--- src/rtl/wm8731_config_seq.sv ---
// Power-up configuration sequencer for the WM8731 codec: streams a fixed
// 11-entry register table over I2C, retrying NACKed entries a bounded number of times.
module wm8731_config_seq #(
  parameter int QUARTER   = 125,
  parameter int MAX_RETRY = 3
) (
  input  logic       clk,
  input  logic       reset,
  input  logic       start,
  input  logic       sdat_in,
  output logic       sdat_oe,
  output logic       sclk,
  output logic       busy,
  output logic       done,
  output logic       error,
  output logic [3:0] entry_idx
);

  localparam int QW = (QUARTER > 1) ? $clog2(QUARTER) : 1;
  localparam int RW = $clog2(MAX_RETRY + 2);
  localparam logic [QW-1:0] Q_LAST   = QW'(QUARTER - 1);
  localparam logic [6:0]    TXN_LAST = 7'd119;
  localparam logic [7:0]    DEV_ADDR = 8'h34;

  typedef enum logic [2:0] {
    IDLE, START, BIT, ACK, STOP, GAP, DONE, ERROR
  } state_t;

  state_t        state;
  logic [QW-1:0] qcnt;
  logic [1:0]    phase;
  logic [2:0]    bit_idx;
  logic [1:0]    byte_idx;
  logic [6:0]    txn_q;
  logic [RW-1:0] retry_cnt;
  logic          nack_seen;
  logic          nacked;
  logic          give_up;

  logic [15:0]   word;
  logic [7:0]    cur_byte;
  logic          cur_bit;
  logic          wrap;

  function automatic logic [15:0] table_word(input logic [3:0] idx);
    logic [15:0] w;
    case (idx)
      4'd0:    w = {7'h0F, 9'h000};
      4'd1:    w = {7'h00, 9'h017};
      4'd2:    w = {7'h01, 9'h017};
      4'd3:    w = {7'h02, 9'h079};
      4'd4:    w = {7'h03, 9'h079};
      4'd5:    w = {7'h04, 9'h012};
      4'd6:    w = {7'h05, 9'h000};
      4'd7:    w = {7'h06, 9'h000};
      4'd8:    w = {7'h07, 9'h042};
      4'd9:    w = {7'h08, 9'h000};
      4'd10:   w = {7'h09, 9'h001};
      default: w = 16'h0000;
    endcase
    return w;
  endfunction

  // Bus levels {sclk, sdat_oe} for each state and quarter of the slot.
  function automatic logic [1:0] bus_level(input state_t s, input logic [1:0] ph, input logic b);
    logic [1:0] lv;
    case (s)
      START:   lv = {1'b1, ph[1]};
      BIT:     lv = {ph[1], ~b};
      ACK:     lv = {ph[1], 1'b0};
      STOP:    lv = {ph != 2'd0, ph != 2'd3};
      default: lv = 2'b10;
    endcase
    return lv;
  endfunction

  always_comb begin
    word = table_word(entry_idx);
    case (byte_idx)
      2'd0:    cur_byte = DEV_ADDR;
      2'd1:    cur_byte = word[15:8];
      default: cur_byte = word[7:0];
    endcase
    cur_bit = cur_byte[bit_idx];
  end

  assign wrap = (qcnt == Q_LAST);

  // Bus outputs trail the state by one clock; SCLK and SDA move together so
  // their relative timing is exact.
  always_ff @(posedge clk or posedge reset) begin
    if (reset) begin
      state     <= IDLE;
      sclk      <= 1'b1;
      sdat_oe   <= 1'b0;
      busy      <= 1'b0;
      done      <= 1'b0;
      error     <= 1'b0;
      entry_idx <= 4'd0;
      qcnt      <= '0;
      phase     <= 2'd0;
      bit_idx   <= 3'd7;
      byte_idx  <= 2'd0;
      txn_q     <= 7'd0;
      retry_cnt <= '0;
      nack_seen <= 1'b0;
      nacked    <= 1'b0;
      give_up   <= 1'b0;
    end else begin
      {sclk, sdat_oe} <= bus_level(state, phase, cur_bit);
      case (state)
        IDLE, DONE, ERROR: begin
          if (start) begin
            state     <= START;
            busy      <= 1'b1;
            done      <= 1'b0;
            error     <= 1'b0;
            entry_idx <= 4'd0;
            retry_cnt <= '0;
            qcnt      <= '0;
            phase     <= 2'd0;
            txn_q     <= 7'd0;
            nacked    <= 1'b0;
            give_up   <= 1'b0;
          end
        end
        default: begin
          qcnt <= wrap ? '0 : qcnt + 1'b1;
          if (state == ACK && phase == 2'd2 && wrap)
            nack_seen <= sdat_in;
          if (wrap) begin
            phase <= phase + 1'b1;
            txn_q <= txn_q + 1'b1;
            case (state)
              START: if (phase == 2'd3) begin
                state    <= BIT;
                byte_idx <= 2'd0;
                bit_idx  <= 3'd7;
              end
              BIT: if (phase == 2'd3) begin
                if (bit_idx == 3'd0) state <= ACK;
                else bit_idx <= bit_idx - 1'b1;
              end
              ACK: if (phase == 2'd3) begin
                if (nack_seen) begin
                  nacked    <= 1'b1;
                  retry_cnt <= retry_cnt + 1'b1;
                  give_up   <= (retry_cnt >= RW'(MAX_RETRY));
                  state     <= STOP;
                end else if (byte_idx == 2'd2) begin
                  retry_cnt <= '0;
                  state     <= STOP;
                end else begin
                  byte_idx <= byte_idx + 1'b1;
                  bit_idx  <= 3'd7;
                  state    <= BIT;
                end
              end
              STOP: if (phase == 2'd3) state <= GAP;
              // A NACKed attempt stretches GAP so every attempt fills the same 120-quarter slot.
              GAP: if (txn_q == TXN_LAST) begin
                txn_q   <= 7'd0;
                phase   <= 2'd0;
                nacked  <= 1'b0;
                give_up <= 1'b0;
                if (give_up) begin
                  state <= ERROR;
                  busy  <= 1'b0;
                  error <= 1'b1;
                end else if (nacked) begin
                  state <= START;
                end else if (entry_idx == 4'd10) begin
                  state <= DONE;
                  busy  <= 1'b0;
                  done  <= 1'b1;
                end else begin
                  entry_idx <= entry_idx + 1'b1;
                  state     <= START;
                end
              end
              default: ;
            endcase
          end
        end
      endcase
    end
  end

endmodule

--- config.mk ---
export PLATFORM = sky130hd
export DESIGN_NAME = wm8731_config_seq
export DESIGN_NICKNAME = d
export VERILOG_FILES = /design/src/rtl/wm8731_config_seq.sv
export SDC_FILE = /design/constraint.sdc
export NUM_CORES = 1
export LEC_CHECK = 0
export BUFFER_PORTS_ARGS = -buffer_cell sky130_fd_sc_hd__buf_2
export CAP_MARGIN = 20
export CORE_MARGIN = 4
export CORE_UTILIZATION = 35
export DETAILED_ROUTE_END_ITERATION = 12
export PLACE_DENSITY = 0.61
export SLEW_MARGIN = 5
export SYNTH_ARGS = -nofsm -noshare
export SYNTH_HDL_FRONTEND = slang
export SYNTH_SLANG_ARGS = --single-unit
--- constraint.sdc ---
create_clock -name clk -period 2.4 [get_ports clk]
set_clock_uncertainty 0.15 [all_clocks]
set_input_delay 0.12 -clock clk [delete_from_list [all_inputs] [get_ports clk]]
set_output_delay 0.12 -clock clk [all_outputs]
set_load 0.02 [all_outputs]
* Yosys cells after proc, flatten, opt, wreduce, memory -nomap -nowiden
Memories as Yosys holds them, arrays and structs flattened.
Cells that the tools add are included.
W data, S select, Z words.
** Cells by class
- Magnitude comparators :: 2
- Equality and inequality tests :: 33
- Add/sub/neg operators :: 7
- Bitwise logic cells :: 2
- Reductions and logical operators :: 31
- Mux-type cells :: 90
** Operators by type and width (number)
- $mux W3 :: 27
- $mux W7 :: 7
- $mux W4 :: 8
- $mux W1 :: 31
- $reduce_and A7 Y1 :: 3
- $mux W2 :: 9
- $reduce_and A9 Y1 :: 2
- $reduce_bool A2 Y1 :: 9
- $pmux W8 S2 :: 1
- $pmux W3 S5 :: 1
- $add A7 B1 Y7 const B :: 2
- $eq A7 B7 Y1 const B :: 2
- $ne A2 B2 Y1 const B :: 7
- $eq A3 B3 Y1 const B :: 4
- $ne A3 B3 Y1 const B :: 4
- $reduce_and A6 Y1 :: 2
- $reduce_bool A3 Y1 :: 4
- $reduce_and A5 Y1 :: 2
- $pmux W3 S3 :: 1
- $ne A2 B1 Y1 const B :: 4
- $pmux W2 S4 :: 1
- $eq A2 B2 Y1 const B :: 3
- $eq A3 B2 Y1 const B :: 2
- $logic_not A3 Y1 :: 2
- other kinds (20) :: 27
** Word-level totals
- Flip-flop bits (word level) :: 39
- Memories kept :: 1
- Output and inout port bits :: 9
- ROM bits :: 176
** Memory list
- (no name shown) :: words 16, bits a word 11, rd ports 1, clocked after memory_dff 0, write ports 0, line 47 : case (idx)

* Depth between registers and ports, before layout
- Depth after elaboration :: 8
- Mapped depth :: 8
- Mapped depth without buffers :: 7

* Least setup slack after synthesis
Ideal clock, no wire load.
- Path kind :: flip-flop to flip-flop
- Start point :: reg state[0]
- End point :: reg state[2]
- Setup time :: 0.125 ns
- Data required time :: 2.125 ns
- Slack :: 0.248 ns
- Data arrival time :: 1.877 ns
- Stages on the path, launching flop included :: 7
- Cell sequence :: dfrtp_1 buf_2 or4b_4 nand2_2 nor2_1 nor3_2 mux2_2
** On the way
- Longest elaborated chain between the ends :: 4
- Elaborated cells on any way between the ends :: 22
- Classes of those cells :: eq/ne: 14; mux: 3; reduce/logical: 5
** RTL lines
- from (decl) :: line 29 : state_t state;
- from (signal assigned) :: line 93 : state <= IDLE;
- from (signal assigned) :: line 114 : state <= START;
- from (signal assigned) :: line 136 : state <= BIT;
- $eq A3 B3 Y1 (tied with other cells) :: line 111 : case (state)
- $reduce_or A3 Y1 or $pmux W3 S5 (tied branches) :: line 111, 134
- $ne A3 B3 Y1 (no line) (tied with other cells)
- $reduce_and A9 Y1 (no line) or $mux W3 (tied branches)
Several ways; a longest one is shown, not always the timed one. The select of a mux whose other input is x is not followed.
A chain may end at the register's enable or synchronous reset.

* Worst setup path in the final report
- Start point :: reg txn_q[1]
- End point :: reg entry_idx[3]
** On the way
- Longest elaborated chain between the ends :: 3
** RTL lines
- from (decl) :: line 34 : logic [6:0] txn_q;
- from (signal assigned) :: line 133 : txn_q <= txn_q + 1'b1;
- $eq A7 B7 Y1 :: line 161 : GAP: if (txn_q == TXN_LAST) begin
- $reduce_bool A2 Y1 (no line)
- $reduce_and A7 Y1 (no line)
- to (signal assigned) :: line 177 : entry_idx <= entry_idx + 1'b1;
- to (decl) :: line 16 : output logic [3:0] entry_idx
Every way passes these cells.

==> impl_metrics.csv <==
group,metric,value,unit
outcome,outcome,"finished clean",
grt,antenna_found_initial,0,
timing,max-slew-margin-rel,0.5706,
timing,hold_violations,0,
grt,grt_max_degree,40,
setup_path,crit_slowest_cell,"or4_4",
synthesis,postSynthAreaPerCell,8.718,sq um
synthesis,synth-warning-count,0,
timing,setup_ws,0.1328,ns
timing,worst_pin_slew,0.6382,ns
timing,rsz0062_at_grt,"no",
synthesis,synth_flop_cell,"dfrtp_1",
clocking,clock_path_buffers,2,
clocking,clk_pin_slew,0.08,ns
timing,final.period_utilization,0.9447,
setup_path,r2r_cells,6,
grt,grt_pass1_wl,10.67,mm
pwr,ir_drop,0.4005,mV
setup_path,timing.rr.start,"txn_q[1]",
routing,ant_nets,0,
placement,hpwlAfterDp,4.733,mm
synthesis,synth_seq_cells,39,
die,start_util,0.3651,
synthesis,async_flop_share,1.000,
placement,port_buffers,12,
grt,grt_pass1_vias,2200,
die,dieArea,9110,sq um
pwr,p_leak,0.001311,uW
setup_path,critPathMaxStageDelay,0.55,ns
setup_path,crit_required,2.47,ns
setup_path,crit_type,"reg -> reg",
synthesis,yosys.area_share.adder,0.08883,
setup_path,timing.critical_path.to_type,"register",
final_layout,nNetsFinal,358,
synthesis,synth_seq_area_share,0.3665,
synthesis,syn_inst,307,
worst_hold_path,hold_path_class,"in -> async",
clocking,cts.sinks,39,
routing,totalWireLength,6.387,mm
final_layout,drive_gt1_frac,0.1726,
timing,setup_tns,0,ns
die,die_height,95.45,um
setup_path,crit_chain,"ha_2 -> nand4_1 -> or4_4 -> a221oi_4 -> nand3_1 -> a21oi_1",
synthesis,synthMuxAreaShare,0.03226,
grt,grt.total_usage,0.1473,
die,io_pins,13,
clocking,clock_latency,0.29,ns
synthesis,yosys.cell_types.count,59,
routing,drc,0,
synthesis,synth_top_family_by_area,"compound AO/OA/AOI/OAI gates",
final_layout,area_delta_synth_final,15.24,%
synthesis,synth_area,2676,sq um
setup_path,r2r_slack,0.13,ns
synthesis,synth_edf_count,0,
clocking,ctsRootBufferMaster,"clkbuf_8",
final_layout,diodes,0,
routing,drtPass1Iterations,4,
routing,via_per_inst,5.471,
clocking,cts_buffers,5,
setup_path,cp-startpoint,"txn_q[1]",
synthesis,synth_nets,330,
synthesis,yosys.area_share.simple,0.2174,
routing,wire_per_inst,14.68,um
setup_path,cp.arrival,2.33,ns
synthesis,synth_xor_area_frac,0.003273,
setup_path,startpoint_type,"register",
timing,fin_crit,2.267,ns
synthesis,synth-compound-area-share,0.2412,
placement,placed_area,2928,sq um
flow_run,cap_violations,0,
routing,drtIter0Drc,145,
final_layout,stdcell_area,3084,sq um
timing,final_max_slew_viol_count,0,
placement,place.gp.congestion,0.8395,
clocking,htree_levels,2,
placement,dp_slack,0.07309,ns
final_layout,final_cell_mix,"dfrtp_1 (34), o21ai_0 (31), nand2_1 (23), inv_1 (22), nor2_1 (20)",
die,fp-row-count,31,
routing,vias,2380,
timing,fmax,0.4411,GHz
setup_path,cp_max_fo,8,
final_layout,final_common_cell,"dfrtp_1",
grt,gr-total-overflow,0,
clocking,tritoncts,"built",
setup_path,rr_endpoint,"entry_idx[3]",
die,die_x,95.45,um
pwr,p_per_area,866.2,nW/um^2
timing,finalSetupViolCount,0,
die,core_area,7331,sq um
==> synthesized netlist by cell type (2+ instances only) <==
| master | n | area share |
|---|---|---|
| nand2b_1 | 7 | 0.016 |
| dfstp_2 | 4 | 0.039 |
| nor4_1 | 4 | 0.0093 |
| o21ai_0 | 31 | 0.058 |
| nor2_1 | 20 | 0.028 |
| a21o_1 | 4 | 0.011 |
| a2bb2oi_1 | 3 | 0.0098 |
| and3_1 | 3 | 0.0070 |
| nand2_1 | 23 | 0.032 |
| and4_1 | 3 | 0.0098 |
| ha_1 | 19 | 0.089 |
| or3_1 | 2 | 0.0047 |
| nor3b_1 | 5 | 0.014 |
| o21bai_1 | 2 | 0.0056 |
| o32ai_1 | 2 | 0.0065 |
| buf_1 | 3 | 0.0042 |
| inv_1 | 22 | 0.031 |
| o22ai_1 | 3 | 0.0070 |
| nor2b_1 | 3 | 0.0070 |
| a31oi_1 | 7 | 0.016 |
| clkbuf_1 | 7 | 0.0098 |
| nor3_1 | 6 | 0.011 |
| nand4_1 | 7 | 0.016 |
| a211oi_1 | 2 | 0.0056 |
| mux2i_1 | 3 | 0.011 |
| buf_2 | 3 | 0.0056 |
| dfrtp_1 | 35 | 0.33 |
| o31ai_1 | 2 | 0.0056 |
| mux2_2 | 5 | 0.021 |
| o311ai_0 | 3 | 0.0098 |
| a21oi_1 | 19 | 0.036 |
| o41ai_1 | 3 | 0.0098 |
| nand3_1 | 15 | 0.028 |
| nand3b_1 | 2 | 0.0056 |
==> area by class of cell <==
type | count | area, sq um
fillers | 736 | 4247
multi-input cells | 233 | 1563
repair buffers | 34 | 232.7
inverters | 22 | 82.58
clock buffers | 8 | 100.1
well taps | 99 | 123.9
flip-flops and latches | 39 | 982.2
==> where the power goes <==
part,total [uW],internal (uW),switching [uW]
clock network,492,263,230
registers,945,806,139
logic,1230,504,730
total,2670,1570,1100
==> critical path, delay by kind of cell, from the launching register on <==
kind | cells | cell delay (ns)
AO/OA/AOI/OAI | 2 | 0.55
adder cells (fa/ha/maj) | 1 | 0.24
flip-flops | 1 | 0.41
AND/OR/NAND/NOR | 3 | 0.85
==> what timing repair did <==
action	4_1_cts	5_1_grt
resized for setup	0	2
endpoints found under the hold margin	37	0
setup endpoints to repair	0	6
hold buffers	3	0
setup buffers	0	3
==> logic make-up (layout without fill, tap and decap cells) <==
group                      after synthesis  after routing
adders and majority gates               19             19
AOI/OAI and AO/OA                       97             97
muxes                                    8              8
buffers and inverters                   35             64
xor gates and xnor gates                 1              1
and+or+nand+nor                        108            108
DFF                                     39             39
==> stage by stage <==
| step | power (uW) | cells | hold slack, ns | util |
|---|---|---|---|---|
| 6_report | 2672 | 435 | 0.3484 | 0.4207 |
| 2_1_floorplan | 1791 | 307 | 0.06818 | - |
| 3_3_place_gp | 2147 | 421 | 0.1236 | 0.3994 |
| 4_1_cts | 2680 | 432 | 0.3662 | 0.4171 |
| 5_1_grt | 2895 | 435 | 0.4062 | 0.4207 |
| 3_5_place_dp | 2178 | 421 | 0.1311 | 0.3994 |
==> registers in the layout, summed over array words and instances (netlist names), 2 cells and up <==
name,cells
txn_q,7
phase,2
retry_cnt,3
byte_idx,2
entry_idx,4
bit_idx,3
state,3
qcnt,7
==> metal layers <==
layer  global-route usage  wire [um]  part of all wire
met1               0.2163       3184              0.50
met4              0.02844         25            0.0039
met2               0.2292       2952              0.46
met5                    0          0                 0
met3              0.02368        224             0.035
==> worst max-delay path by stage <==
stage                   endpoint  slack, ns
floorplan               state[2]       0.25
global placement    entry_idx[2]       0.18
detailed placement  entry_idx[2]       0.07
CTS                 entry_idx[2]       0.05
global route        entry_idx[3]       0.01
finish              entry_idx[3]       0.13
Power figures use the tool's default switching activity.
